$ cat src/rtl/pmem_if.sv
// pmem_if: fetch, program-memory and halfword-loader signals of the program-memory sequencer.
interface pmem_if #(parameter int ADDR_W = 15);
  logic              fetch_req_c0;
  logic [31:0]       pc_read_c0;
  logic              fetch_stall_c0;
  logic              instr_valid_c1;
  logic [ADDR_W-1:0] mem_addr_c0;
  logic              mem_we_c0;
  logic [31:0]       mem_wdata_c0;
  logic              ld_start;
  logic [ADDR_W-1:0] ld_base;
  logic [ADDR_W:0]   ld_count;
  logic              ld_valid;
  logic [15:0]       ld_half;
  logic              ld_ready;
  logic              ld_busy;
  logic              ld_done;
  logic              core_hold;
  modport master (
    output fetch_req_c0, pc_read_c0, ld_start, ld_base, ld_count, ld_valid, ld_half,
    input  fetch_stall_c0, instr_valid_c1, mem_addr_c0, mem_we_c0, mem_wdata_c0,
           ld_ready, ld_busy, ld_done, core_hold
  );
  modport slave (
    input  fetch_req_c0, pc_read_c0, ld_start, ld_base, ld_count, ld_valid, ld_half,
    output fetch_stall_c0, instr_valid_c1, mem_addr_c0, mem_we_c0, mem_wdata_c0,
           ld_ready, ld_busy, ld_done, core_hold
  );
endinterface

$ cat src/rtl/pmem_ctrl.sv
// pmem_ctrl: shares the program-memory port between instruction fetch and a halfword loader
// that packs halfword pairs into words written to consecutive addresses.
module pmem_ctrl #(
  parameter int ADDR_W = 15
) (
  input logic   clk,
  input logic   reset_n,
  pmem_if.slave bus
);
  typedef enum logic [2:0] {IDLE, LO, HI, WR, DONE} state_t;
  state_t            state, state_n;
  logic [ADDR_W-1:0] ptr;
  logic [ADDR_W:0]   remain;
  logic [15:0]       lo, hi;
  logic              idle;
  logic              unused_pc;
  assign idle = state == IDLE;
  assign unused_pc = ^{bus.pc_read_c0[31:ADDR_W+2], bus.pc_read_c0[1:0]};
  always_ff @(posedge clk or negedge reset_n) begin
    if (!reset_n) begin
      state              <= IDLE;
      ptr                <= '0;
      remain             <= '0;
      lo                 <= '0;
      hi                 <= '0;
      bus.instr_valid_c1 <= 1'b0;
    end else begin
      state              <= state_n;
      bus.instr_valid_c1 <= idle && bus.fetch_req_c0;
      if (idle && bus.ld_start) begin
        ptr    <= bus.ld_base;
        remain <= bus.ld_count;
      end
      if (state == LO && bus.ld_valid) lo <= bus.ld_half;
      if (state == HI && bus.ld_valid) hi <= bus.ld_half;
      if (state == WR) begin
        ptr    <= ptr + 1'b1;
        remain <= remain - 1'b1;
      end
    end
  end
  always_comb begin
    state_n            = state;
    bus.ld_ready       = state == LO || state == HI;
    bus.mem_we_c0      = state == WR;
    bus.mem_addr_c0    = idle ? bus.pc_read_c0[ADDR_W+1:2] : ptr;
    bus.mem_wdata_c0   = {hi, lo};
    bus.fetch_stall_c0 = !idle && bus.fetch_req_c0;
    bus.ld_busy        = !idle;
    bus.core_hold      = !idle;
    bus.ld_done        = state == DONE;
    case (state)
      IDLE:    if (bus.ld_start) state_n = bus.ld_count == '0 ? DONE : LO;
      LO:      if (bus.ld_valid) state_n = HI;
      HI:      if (bus.ld_valid) state_n = WR;
      WR:      state_n = remain == 1 ? DONE : LO;
      default: state_n = IDLE;
    endcase
  end
endmodule
$ cat src/flat_wrapper.sv
// flat-port wrapper written by rule: the top's interface ports become plain ports
module pmem_ctrl_flat 
#(
  parameter int ADDR_W = 15
)
  (clk, reset_n, bus_fetch_req_c0, bus_pc_read_c0, bus_ld_start, bus_ld_base, bus_ld_count, bus_ld_valid, bus_ld_half, bus_fetch_stall_c0, bus_instr_valid_c1, bus_mem_addr_c0, bus_mem_we_c0, bus_mem_wdata_c0, bus_ld_ready, bus_ld_busy, bus_ld_done, bus_core_hold);
  pmem_if #(.ADDR_W(ADDR_W)) bus_i ();
  input logic clk;
  input logic reset_n;
  input wire logic [$bits(bus_i.fetch_req_c0)-1:0] bus_fetch_req_c0;
  input wire logic [$bits(bus_i.pc_read_c0)-1:0] bus_pc_read_c0;
  input wire logic [$bits(bus_i.ld_start)-1:0] bus_ld_start;
  input wire logic [$bits(bus_i.ld_base)-1:0] bus_ld_base;
  input wire logic [$bits(bus_i.ld_count)-1:0] bus_ld_count;
  input wire logic [$bits(bus_i.ld_valid)-1:0] bus_ld_valid;
  input wire logic [$bits(bus_i.ld_half)-1:0] bus_ld_half;
  output wire logic [$bits(bus_i.fetch_stall_c0)-1:0] bus_fetch_stall_c0;
  output wire logic [$bits(bus_i.instr_valid_c1)-1:0] bus_instr_valid_c1;
  output wire logic [$bits(bus_i.mem_addr_c0)-1:0] bus_mem_addr_c0;
  output wire logic [$bits(bus_i.mem_we_c0)-1:0] bus_mem_we_c0;
  output wire logic [$bits(bus_i.mem_wdata_c0)-1:0] bus_mem_wdata_c0;
  output wire logic [$bits(bus_i.ld_ready)-1:0] bus_ld_ready;
  output wire logic [$bits(bus_i.ld_busy)-1:0] bus_ld_busy;
  output wire logic [$bits(bus_i.ld_done)-1:0] bus_ld_done;
  output wire logic [$bits(bus_i.core_hold)-1:0] bus_core_hold;
  assign bus_i.fetch_req_c0 = bus_fetch_req_c0;
  assign bus_i.pc_read_c0 = bus_pc_read_c0;
  assign bus_i.ld_start = bus_ld_start;
  assign bus_i.ld_base = bus_ld_base;
  assign bus_i.ld_count = bus_ld_count;
  assign bus_i.ld_valid = bus_ld_valid;
  assign bus_i.ld_half = bus_ld_half;
  assign bus_fetch_stall_c0 = bus_i.fetch_stall_c0;
  assign bus_instr_valid_c1 = bus_i.instr_valid_c1;
  assign bus_mem_addr_c0 = bus_i.mem_addr_c0;
  assign bus_mem_we_c0 = bus_i.mem_we_c0;
  assign bus_mem_wdata_c0 = bus_i.mem_wdata_c0;
  assign bus_ld_ready = bus_i.ld_ready;
  assign bus_ld_busy = bus_i.ld_busy;
  assign bus_ld_done = bus_i.ld_done;
  assign bus_core_hold = bus_i.core_hold;
  pmem_ctrl #(.ADDR_W(ADDR_W)) u_core (.clk(clk), .reset_n(reset_n), .bus(bus_i));
endmodule
$ cat config.mk
export PLATFORM = sky130hd
export DESIGN_NAME = pmem_ctrl_flat
export DESIGN_NICKNAME = d
export VERILOG_FILES = /design/src/rtl/pmem_if.sv /design/src/rtl/pmem_ctrl.sv /design/src/flat_wrapper.sv
export SDC_FILE = /design/constraint.sdc
export NUM_CORES = 1
export LEC_CHECK = 0
export ABC_AREA = 1
export ABC_CLOCK_PERIOD_IN_PS = 2080
export CORE_MARGIN = 1
export CORE_UTILIZATION = 49
export CTS_CLUSTER_DIAMETER = 100
export DETAILED_ROUTE_END_ITERATION = 8
export PLACE_DENSITY = 0.87
export SYNTH_ARGS = -nofsm -noshare
export SYNTH_HDL_FRONTEND = slang
export SYNTH_SLANG_ARGS = --single-unit
$ cat constraint.sdc
create_clock -name clk -period 2.08 [get_ports clk]
set_input_delay 0.416 -clock clk [delete_from_list [all_inputs] [get_ports clk]]
set_output_delay 0.416 -clock clk [all_outputs]
set_load 0.01 [all_outputs]
**After elaboration in Yosys (flattened, before gate mapping)**

Cells that the tools add are included.

- Flip-flop bits (word level): 67
- Latch bits: 0
- RAM bits: 0
- Bits in read-only memories: 0
- Bits of input ports: 84
- Output and inout bits: 54
- Word-level logic and storage cells: 38
- Memories: 0

- $add $sub $neg: 2
- Multipliers: 0
- Div/mod/pow operators: 0
- Order comparisons: 0
- Eq/ne operators: 8
- Shift-type cells: 0
- Multiplexer cells: 11
- Bitwise gates (word level): 0
- Reductions and logical operators: 11

Operator list:

| cell | number |
|---|---|
| 15-bit two-way mux | 3 |
| 16-bit two-way mux | 2 |
| 16-bit by 1-bit equality test with 1-bit output (second input constant) | 1 |
| 16-bit zero test | 1 |
| 16-bit by 1-bit subtractor with 16-bit output (second input constant) | 1 |
| 15-bit by 1-bit adder with 15-bit output (second input constant) | 1 |
| 3-bit two-way mux | 5 |
| 3-bit one-hot mux with 4 select lines | 1 |
| 3-bit by 2-bit equality test with 1-bit output (second input constant) | 2 |
| 2-bit inequality test (second input constant) | 3 |
| 1-bit logical AND | 5 |
| 3-bit by 1-bit equality test with 1-bit output (second input constant) | 1 |
| 3-bit equality test (second input constant) | 1 |
| 3-bit zero test | 1 |
| 3-bit AND reduction | 1 |
| 2-bit nonzero test | 1 |
| 1-bit zero test | 1 |
| 1-bit logical OR | 1 |

**Logic depth before layout (Yosys ltp)**

- Word-level depth: 4
- Mapped depth: 9
- Mapped depth without buffers: 9

**Worst setup path before layout**

OpenSTA, ideal clock, no wires.

- Path kind: register to output
- Start point: register u_core.state[0]
- End point: output port bus_mem_addr_c0[11]
- Arrival time: 1,227 ps
- Data required time: 1,664 ps
- Path slack: 437 ps
- Stages on the path, launching flop included: 6
- Buffers on the path: 2
- Path through: dfrtp_1 > nor3_4 > buf_2 > buf_2 > nand2_1 > o21ai_0

- Word-level cells in the longest chain between the ends: 2

RTL lines:

| what | line | source |
|---|---|---|
| start, declared | pmem_ctrl.sv:11 | `state_t state, state_n;` |
| start signal, assigned | pmem_ctrl.sv:28 | `state <= state_n;` |
| 3-bit zero test | pmem_ctrl.sv:17 | `assign idle = state == IDLE;` |
| 15-bit two-way mux | pmem_ctrl.sv:46 | `bus.mem_addr_c0 = idle ? bus.pc_read_c0[ADDR_W+1:2] : ptr;` |
| end, declared | flat_wrapper.sv:19 | `output wire logic [$bits(bus_i.mem_addr_c0)-1:0] bus_mem_addr_c0;` |

No other way between the ends.

**Worst setup path after layout**

- Start point: register u_core.state[1]
- End point: output port bus_mem_addr_c0[8]

The elaborated chain is that of the path after synthesis.

==> reports/metrics.yaml <==
power_and_ir_drop:
  p_sw_share_pct: 43.7
  p_comb_share_pct: 55.6
  clock_power_share_pct: 13.4
  p_leak_nw: 2.56
  p_switching_mw: 3.47
  seqPwrFrac_pct: 30.9
  total_power_mw: 7.95
  vdd.ir_drop.worst_v: 0.000852
  powerDensity_nw_per_um2: 1480
  intPower_mw: 4.48
timing:
  worstMarginPinSlew_ns: 0.561
  min_period_ns: 2.03
  finalCritPeriodShare_pct: 97.7
  setup_viol_count_final: 0
  slew_violations: 0
  finClkSkew_ns: 0.00491
  max_freq_mhz: 492
  whs_ns: 0.0628
  relSlewSlack_pct: 62.6
  fin_ws_ns: 0.0489
  setup_tns_ns: 0
  finalHoldViolations: 0
  rsz0062_at_grt: "yes"
logic_synthesis:
  ys_warn_count: 0
  syn_area_um2: 3790
  syn_avg_cell_area_um2: 7.19
  synth-seq-area-share_pct: 44.2
  syn_nets: 615
  async_flop_share_pct: 100
  ys.flop_type: "dfrtp_1"
  synth_area_leaders: "dfrtp_1 (44%), nand2_1 (19%), o21ai_0 (6.6%), nor2_1 (5.6%), inv_1 (4.2%)"
  yosys.cell_types.count: 33
  yosysTopAreaCellShare_pct: 44.2
  synth_enable_flop_cells: 0
  synthCells: 528
  synth-seq-cells: 67
  synth_top_area_cell: "dfrtp_1"
placed_design:
  place_inst: 738
  gp_congestion: 0.879
  dpl_cell_area_um2: 5100
  hpwl_mm: 7.50
  io_buffers: 120
  dpl_worst_slack_ns: 0.0968
clock_network:
  htree_levels: 3
  clkSinkCount: 67
  cts_tree: "yes"
  clk_latency_ns: 0.34
  clkTransAtPathRegs_ns: 0.07
  cts_buffers: 9
  cts_root_buffer: "clkbuf_8"
  clk_path_buf_depth: 2
hold_path:
  worstHoldPathType: "input port to async pin"
die:
  die-area_um2: 8100
  die_w_um: 90.0
  start_util_pct: 51.5
  core_area_um2: 7370
  die_y_um: 90.0
  row_count: 31
  pin_count: 138
routing:
  dr.pass1.iters: 5
  drtIter0Drc: 255
  ant_nets: 0
  num_vias: 3985
  wirelength_mm: 11.0
  vias_per_cell: 5.21
  routedWlPerCell_um: 14.3
  drc: 0
cells_and_area:
  final_core_util_pct: 73.1
  diodes: 0
  syn_to_final_growth_pct: 42.0
  stdcell_count: 765
  drive_gt1_share_pct: 10.2
  fin_nets: 748
  fin_area_um2: 5390
  nFillCells: 592
critical_path:
  crit_path_start_kind: "register"
  cp.arrival_ns: 1.62
  crit_path_end_kind: "primary output"
  crit_type: "register to primary output"
  cp.required_ns: 1.66
  critPathMaxFanout: 4
grt:
  grt_use_total_pct: 27.0
  grt_pass1_vias: 3872
  grt_max_degree: 40
  antenna_found_initial: 0
  grt_first_pass_wirelength_mm: 17.7
  grt_overflow: 0
outcome:
  status: "finished clean"
run:
  drv_cap: 0
==> synth_stat cells (3+ instances only) <==
master and n:
clkbuf_1 5, buf_2 7, xor2_1 3, nand3_2 5, o211ai_1 6, dfrtp_1 67, nor2_1 57, a21oi_1 8
nand4_1 5, inv_2 3, buf_6 3, o211ai_2 3, nand2_1 197, ha_1 3, nand3b_1 5, buf_4 3
o21ai_0 50, o21ai_1 7, inv_1 42, nand3_1 30, o22ai_1 3
==> critical path, cell delays in order (launching register included) <==
cell and delay, ns:
dfrtp_1 0.43, nor3_4 0.22, buf_6 0.15, clkbuf_16 0.13, nand2_1 0.05, nand2_1 0.05, dlygate4sd2_1 0.26
==> final timing paths <==
path                                  from                  to  slack (ns)  depth (start not counted)
setup / recovery           u_core.state[1]  bus_mem_addr_c0[8]        0.05                          6
hold / removal                     reset_n   u_core.remain[11]        0.06                          1
setup reg to reg           u_core.state[1]       u_core.ptr[7]        0.20                         10
hold reg to reg              u_core.lo[10]       u_core.lo[10]        0.49                          2
max in group asynchronous          reset_n        u_core.lo[1]        1.42                          2
min in group clk             u_core.lo[10]       u_core.lo[10]        0.49                          2
==> cells by family after synthesis <==
| family | Yosys count | share of synthesized area, % |
|---|---|---|
| adders and majority gates | 3 | 0.989 |
| AOI/OAI and AO/OA | 81 | 12.0 |
| buffers and inverters | 65 | 7.62 |
| DFF | 67 | 44.2 |
| xor gates and xnor gates | 4 | 0.923 |
| and+or+nand+nor | 308 | 34.3 |
==> state kept, by name, summed over array words and instances, names as in the netlist <==
register	cells
u_core.remain	16
u_core.state	3
u_core.hi	16
u_core.bus.instr_valid_c1	1
u_core.ptr	15
u_core.lo	16
==> area by class of cell <==
cell class | instances | area (um2) | area share, %
clock buffer | 10 | 128 | 2.37
clock inverter | 6 | 66.3 | 1.23
inverter | 46 | 183 | 3.39
multi-input combinational | 397 | 1850 | 34.3
sequential | 67 | 1680 | 31.1
tap | 99 | 124 | 2.30
timing repair buffer | 140 | 1370 | 25.3
==> power by group through the flow <==
stage | logic (mW) | registers, mW | clock network (mW)
global placement | 4.07 | 2.43 | 0
finish | 4.43 | 2.46 | 1.07
CTS | 4.22 | 2.45 | 1.09
floorplan | 2.32 | 2.52 | 0
global route | 4.91 | 2.54 | 1.14
detailed placement | 4.20 | 2.47 | 0
==> cell usage in the layout, fill, tap and decap left out, types with 5 or more instances in the layout <==
cell             Yosys  routed
nor2_1              57      57
o21ai_0             50      46
clkbuf_8             0       9
o21ai_1              7      11
buf_2                7       9
nand3_1             30      30
o211ai_1             6       6
dfrtp_1             67      66
dlygate4sd2_1        0       8
nand2_1            197     197
buf_4                3      13
inv_1               42      42
nand4_1              5       5
a21oi_1              8       8
nand3_2              5       5
nand3b_1             5       5
clkdlybuf4s50_1      0      98
==> what timing repair did <==
item | CTS | global route
endpoints found under the hold margin | 0 | 0
hold buffers | 0 | 0
buffers inserted | 4 | 5
gates resized for setup | 54 | 16
pin swaps | 1 | 2
setup endpoints to repair | 21 | 18
cloned | 1 | 2
==> layer usage <==
layer,wire [um],GRT usage [%],up-vias
met5,0,0,-
met4,180,9.27,0
met3,1120,8.29,20
met2,5260,45.9,173
met1,4400,32.5,1843
li1,-,-,1949
Note: power is estimated with default switching activity, not from simulation.
